[src/rtl/edge_det_pkg.sv]
// Shared definitions for the multi-channel edge detector: mode encodings and
// arming length.
package edge_det_pkg;

    typedef enum logic [1:0] {
        MODE_OFF  = 2'b00,
        MODE_RISE = 2'b01,
        MODE_FALL = 2'b10,
        MODE_BOTH = 2'b11
    } mode_e;

    localparam int unsigned ARM_CYCLES = 3;
    localparam int unsigned ARM_W      = 2;

endpackage

[src/rtl/edge_det_channel.sv]
// One detector channel: synchroniser, optional debounce filter (EDGE_DEBOUNCE_EN),
// edge select, retriggerable stretch counter and sticky flag.
module edge_det_channel
    import edge_det_pkg::*;
#(
    parameter int unsigned STRETCH_W  = 16,
    parameter int unsigned DEBOUNCE_W = 8
) (
    input  logic                  iClk,
    input  logic                  iRst_n,
    input  logic                  iSig,
    input  logic [1:0]            iMode,
    input  logic                  iArm,
    input  logic [STRETCH_W-1:0]  iStretch,
    input  logic [DEBOUNCE_W-1:0] iDebounce,
    input  logic                  iClear,
    output logic                  oSync,
    output logic                  oPulse,
    output logic                  oExtPulse,
    output logic                  oSticky
);

    logic                 s1_q, s2_q, p_q;
    logic                 f;
    logic                 rise, fall, det_sel, det;
    logic                 pulse_q, ext_q, sticky_q;
    logic [STRETCH_W-1:0] cnt_q;

    always_ff @(posedge iClk) begin
        if (!iRst_n) begin
            s1_q <= 1'b0;
            s2_q <= 1'b0;
        end else begin
            s1_q <= iSig;
            s2_q <= s1_q;
        end
    end

`ifdef EDGE_DEBOUNCE_EN
    logic                  f_q;
    logic [DEBOUNCE_W-1:0] dcnt_q;

    // While disarmed the filter is preloaded so a held input settles without counting.
    always_ff @(posedge iClk) begin
        if (!iRst_n) begin
            f_q    <= 1'b0;
            dcnt_q <= '0;
        end else if (!iArm) begin
            f_q    <= s2_q;
            dcnt_q <= '0;
        end else if (s2_q == f_q) begin
            dcnt_q <= '0;
        end else if (dcnt_q == iDebounce) begin
            f_q    <= s2_q;
            dcnt_q <= '0;
        end else begin
            dcnt_q <= dcnt_q + 1'b1;
        end
    end

    assign f = f_q;
`else
    logic unused_debounce;
    assign unused_debounce = ^iDebounce;
    assign f = s2_q;
`endif

    // Disarmed, p follows the settled synchronised level so arming never sees a stale edge.
    always_ff @(posedge iClk) begin
        if (!iRst_n) p_q <= 1'b0;
        else         p_q <= iArm ? f : s2_q;
    end

    always_comb begin
        rise    = f & ~p_q;
        fall    = ~f & p_q;
        det_sel = 1'b0;
        case (mode_e'(iMode))
            MODE_OFF:  det_sel = 1'b0;
            MODE_RISE: det_sel = rise;
            MODE_FALL: det_sel = fall;
            MODE_BOTH: det_sel = rise | fall;
            default:   det_sel = 1'b0;
        endcase
        det = det_sel & iArm;
    end

    always_ff @(posedge iClk) begin
        if (!iRst_n) begin
            pulse_q  <= 1'b0;
            ext_q    <= 1'b0;
            sticky_q <= 1'b0;
            cnt_q    <= '0;
        end else begin
            pulse_q <= det;
            if (det) begin
                cnt_q <= iStretch;
                ext_q <= (iStretch != '0);
            end else if (cnt_q > STRETCH_W'(1)) begin
                cnt_q <= cnt_q - 1'b1;
            end else if (cnt_q == STRETCH_W'(1)) begin
                cnt_q <= '0;
                ext_q <= 1'b0;
            end
            // Edge wins over clear so a coincident event is never lost.
            if (det)         sticky_q <= 1'b1;
            else if (iClear) sticky_q <= 1'b0;
        end
    end

    assign oSync     = f;
    assign oPulse    = pulse_q;
    assign oExtPulse = ext_q;
    assign oSticky   = sticky_q;

endmodule

[src/rtl/multi_edge_detector.sv]
// Multi-channel edge detector top: post-reset arming, channel array and masked
// interrupt aggregation. Optional debounce is enabled with EDGE_DEBOUNCE_EN.
module multi_edge_detector
    import edge_det_pkg::*;
#(
    parameter int unsigned CHANNELS   = 8,
    parameter int unsigned STRETCH_W  = 16,
    parameter int unsigned DEBOUNCE_W = 8
) (
    input  logic                  iClk,
    input  logic                  iRst_n,
    input  logic [CHANNELS-1:0]   iSig,
    input  logic [2*CHANNELS-1:0] iMode,
    input  logic [STRETCH_W-1:0]  iStretch,
    input  logic [DEBOUNCE_W-1:0] iDebounce,
    input  logic [CHANNELS-1:0]   iClear,
    input  logic [CHANNELS-1:0]   iMask,
    output logic [CHANNELS-1:0]   oSync,
    output logic [CHANNELS-1:0]   oPulse,
    output logic [CHANNELS-1:0]   oExtPulse,
    output logic [CHANNELS-1:0]   oSticky,
    output logic                  oIrq
);

    logic [ARM_W-1:0] arm_q;
    logic             armed;
    logic             irq_q;

    assign armed = (arm_q == ARM_W'(ARM_CYCLES));

    always_ff @(posedge iClk) begin
        if (!iRst_n)     arm_q <= '0;
        else if (!armed) arm_q <= arm_q + 1'b1;
    end

    for (genvar c = 0; c < CHANNELS; c++) begin : g_ch
        edge_det_channel #(
            .STRETCH_W  (STRETCH_W),
            .DEBOUNCE_W (DEBOUNCE_W)
        ) u_ch (
            .iClk      (iClk),
            .iRst_n    (iRst_n),
            .iSig      (iSig[c]),
            .iMode     (iMode[2*c+1 -: 2]),
            .iArm      (armed),
            .iStretch  (iStretch),
            .iDebounce (iDebounce),
            .iClear    (iClear[c]),
            .oSync     (oSync[c]),
            .oPulse    (oPulse[c]),
            .oExtPulse (oExtPulse[c]),
            .oSticky   (oSticky[c])
        );
    end

    always_ff @(posedge iClk) begin
        if (!iRst_n) irq_q <= 1'b0;
        else         irq_q <= |(oSticky & ~iMask);
    end

    assign oIrq = irq_q;

endmodule

[config.mk]
export PLATFORM = sky130hd
export DESIGN_NAME = multi_edge_detector
export DESIGN_NICKNAME = d
export VERILOG_FILES = /design/src/rtl/edge_det_pkg.sv /design/src/rtl/edge_det_channel.sv /design/src/rtl/multi_edge_detector.sv
export SDC_FILE = /design/constraint.sdc
export NUM_CORES = 1
export LEC_CHECK = 0
export BUFFER_PORTS_ARGS = -buffer_cell sky130_fd_sc_hd__buf_2
export CAP_MARGIN = 20
export CORE_ASPECT_RATIO = 0.75
export CORE_MARGIN = 2
export CORE_UTILIZATION = 50
export DETAILED_ROUTE_END_ITERATION = 6
export PLACE_DENSITY = 0.68
export SYNTH_ARGS = -nofsm -noshare
export SYNTH_HDL_FRONTEND = slang
export SYNTH_SLANG_ARGS = --single-unit
[constraint.sdc]
create_clock -name iClk -period 2.36 [get_ports iClk]
set_input_delay 0.236 -clock iClk [delete_from_list [all_inputs] [get_ports iClk]]
set_output_delay 0.236 -clock iClk [all_outputs]
set_load 0.01 [all_outputs]
==> flow_summary.toml <==
[die]
start_util = 0.509
rows = 44
dieArea_mm2 = 0.0207
fp.dieH_um = 125
coreArea_mm2 = 0.0193
fp.dieW_um = 166
io_pins = 99

[timing]
maxSlewHeadroom = 0.302
rsz0062_at_grt = "no"
period_share = 0.951
setup_viol = 0
finClkSkew_ns = 0.0180
final.setup.tns_ns = 0
timing.fmax_mhz = 445
timing.final.hold_violations = 0
period_minus_slack_ns = 2.24
finalMaxSlewViolations = 0
worstMarginPinSlew_ns = 1.04

[global_route]
grt_pass1_vias = 8203
grt_start_max_net_pins = 45
grtUsageMet1 = 0.399
use_met3 = 0.0497
antenna_found_initial = 0
track_usage = 0.265
top_usage_layer = "met1"
grt_pass1_wl_um = 44300
grt_util_met2 = 0.385
grt.overflow.total = 0

[drt]
ant_nets = 0
wl_um = 27800
drc = 0
drt_iter0_markers = 766
via_per_inst = 5.90
wl_per_cell_um = 18.2
firstDrtPassIters = 5
routed-via-count = 9003

[cts]
ctsHtreeMaxLevel = 4
root_buffer = "clkbuf_16"
postCtsSetupBuffers = 0
clk_transition_reported_paths_ns = 0.07
clock-sinks = 179
cts_made_buffers = 17
clk_latency_ns = 0.44
clk_path_buf_depth = 2
cts_tree = "done"

[critical_path]
cpPeakStageDelay_ns = 0.60
timing.rr.end = "g_ch[6].u_ch.cnt_q[6]$_SDFFE_PN0P_"
cp-start-kind = "flip-flop"
cpMaxStageDelayCell = "or4_4"
startpoint = "g_ch[6].u_ch.cnt_q[6]$_SDFFE_PN0P_"
r2r_setup_slack_ns = 0.12
crit_chain = "or4_4 -> nor4_4 -> buf_4 -> a31oi_1 -> a22oi_1 -> o21ai_0"
end_kind = "flip-flop"
worst-r2r-cell-count = 6
required_ns = 2.68
path_class = "flip-flop to flip-flop"
crit_arrival_ns = 2.56
worstReg2RegStart = "g_ch[6].u_ch.cnt_q[6]$_SDFFE_PN0P_"
crit_fanout = 11

[final_layout]
final_common_cell = "dfxtp_1"
stdcell_count = 1526
nNetsFinal = 1362
final_cell_mix = "179 x dfxtp_1, 143 x nor2_1, 90 x buf_2"
antenna_cells = 0
drive_above_1_share = 0.196
syn_to_final_growth_pct = 16.5

[synthesis]
ys_ff_latch = 179
yosys_warnings = 0
ys_types = 78
synth_ff_type = "dfxtp_1"
avgSynthCellArea_um2 = 8.44
async_flop_share = 0
ys_seq_area_frac = 0.366
synth_edf_count = 0
netlist_instances = 1161
synth.cell_area_mm2 = 0.00980
synth_nets = 1260

[run]
maxCapViolations = 0

[power_and_ir_drop]
seqPwrFrac = 0.292
p_int_mw = 9.83
peakVddDrop_uv = 737
power_frac_comb = 0.528
power.switching_mw = 6.73
leakage_nw = 4.68
switching_share = 0.406
power-per-cell-area_mw_per_mm2 = 1450
power_frac_clock = 0.180

[min_path]
min_to = "g_ch[1].u_ch.oSticky$_SDFFE_PN0P_"
min-delay-start = "iClear[1]"
whs_path_depth = 3
hold_path_class = "input pin to flip-flop"

[placement]
place_congestion = 0.918
io_buffers = 90
dp.cells = 1488
hpwlAfterDp_um = 19000

[status]
status = "complete, no violations"
==> worst max-delay path: cells and delay by family, from the launching register on <==
| kind | cells | cell delay (ns) |
|---|---|---|
| compound gates | 3 | 0.71 |
| buf+inv | 1 | 0.19 |
| flops | 1 | 0.36 |
| simple gates | 2 | 0.86 |
==> power by group through the flow <==
stage	registers [mW]	clock network (mW)	logic, mW
floorplan	4.64	0	6.47
global placement	4.83	0	8.36
detailed placement	4.85	0	8.51
CTS	4.81	3.02	8.61
global route	4.96	3.13	9.72
finish	4.84	2.98	8.75
==> kinds of logic (layout without fill, tap and decap cells) <==
group,after synthesis,in the layout,synth area share
flops,179,179,0.366
fa+ha+maj,33,33,0.0421
simple gates,443,443,0.246
mux,4,4,0.00421
compound gates,274,274,0.200
xor+xnor,75,75,0.0670
buf+inv,153,265,0.0749
==> flip-flops by register name, indices dropped and copies added, names as in the netlist <==
register / count
arm_q: 2
g_ch.u_ch.cnt_q: 128
g_ch.u_ch.oExtPulse: 8
g_ch.u_ch.oPulse: 8
g_ch.u_ch.oSticky: 8
g_ch.u_ch.oSync: 8
g_ch.u_ch.p_q: 8
g_ch.u_ch.s1_q: 8
oIrq: 1
==> Yosys cell counts (5+ instances only) <==
| cell | instances | area [um^2] |
|---|---|---|
| clkbuf_1 | 50 | 188 |
| nand4_1 | 16 | 100 |
| o22ai_1 | 10 | 62.6 |
| xnor2_1 | 48 | 420 |
| and2_1 | 30 | 188 |
| a21o_1 | 6 | 45.0 |
| xor2_1 | 27 | 236 |
| ha_1 | 33 | 413 |
| a2bb2oi_1 | 6 | 52.6 |
| o31ai_1 | 9 | 67.6 |
| or2_2 | 8 | 50.1 |
| nor4_1 | 36 | 225 |
| dfxtp_1 | 179 | 3580 |
| nand4b_1 | 5 | 43.8 |
| a211oi_1 | 5 | 37.5 |
| a32oi_1 | 17 | 149 |
| a21oi_1 | 43 | 215 |
| nor2_1 | 144 | 541 |
| nand3_1 | 21 | 105 |
| a22oi_1 | 72 | 541 |
| inv_1 | 55 | 206 |
| nand2_1 | 63 | 236 |
| nand2b_1 | 24 | 150 |
| o21a_1 | 6 | 45.0 |
| o211ai_1 | 7 | 52.6 |
| a311oi_1 | 8 | 70.1 |
| nand3b_1 | 6 | 45.0 |
| nor3_1 | 23 | 115 |
| or3_1 | 7 | 43.8 |
| o21ai_0 | 33 | 165 |
| or4_1 | 18 | 135 |
| buf_2 | 8 | 40.0 |
| buf_4 | 32 | 240 |
| a31oi_1 | 18 | 113 |
==> layer usage <==
layer / wire (um) / share of wire / vias up
met5: 0 / 0 / -
met4: 503 / 0.018 / 0
li1: - / - / 4383
met1: 13700 / 0.49 / 4286
met3: 1970 / 0.071 / 39
met2: 11600 / 0.42 / 295
==> stage by stage <==
stage	utilization	worst slack [ns]	instance area (um^2)	power (mW)	hold slack [ns]
after floorplan	-	0.113	9800	11.1	0.363
after global placement	0.556	0.136	10700	13.2	0.413
after detailed placement	0.556	0.119	10700	13.4	0.419
after CTS	0.592	0.0976	11400	16.4	0.0437
after global routing	0.593	0.000769	11400	17.8	0.0897
final	0.593	0.115	11400	16.6	0.0679
==> what timing repair did <==
action / CTS / global route
hold buffers: 8 / 0
endpoints found under the setup margin: 0 / 11
resized for setup: 0 / 3
hold endpoints to repair: 8 / 0
==> cell type report <==
cell class              count  area, um^2
fillers                  1763        7850
inverters                  56         210
multi-input cells         829        5550
flip-flops and latches    179        3580
well taps                 253         317
clock buffers              19         443
clock inverters            10         160
repair buffers            180        1160
==> worst max-delay path by stage <==
stage | end | depth (start not counted) | slack [ns]
after floorplan | g_ch[1].u_ch.cnt_q[12]$_SDFFE_PN0P_ | 8 | 0.11
after global placement | g_ch[1].u_ch.cnt_q[3]$_SDFFE_PN0P_ | 7 | 0.14
after detailed placement | g_ch[1].u_ch.cnt_q[3]$_SDFFE_PN0P_ | 7 | 0.12
after CTS | g_ch[1].u_ch.cnt_q[3]$_SDFFE_PN0P_ | 7 | 0.1
after global routing | g_ch[6].u_ch.cnt_q[3]$_SDFFE_PN0P_ | 6 | 0.0008
final | g_ch[6].u_ch.cnt_q[6]$_SDFFE_PN0P_ | 6 | 0.12
(Power assumes the default switching activity.)
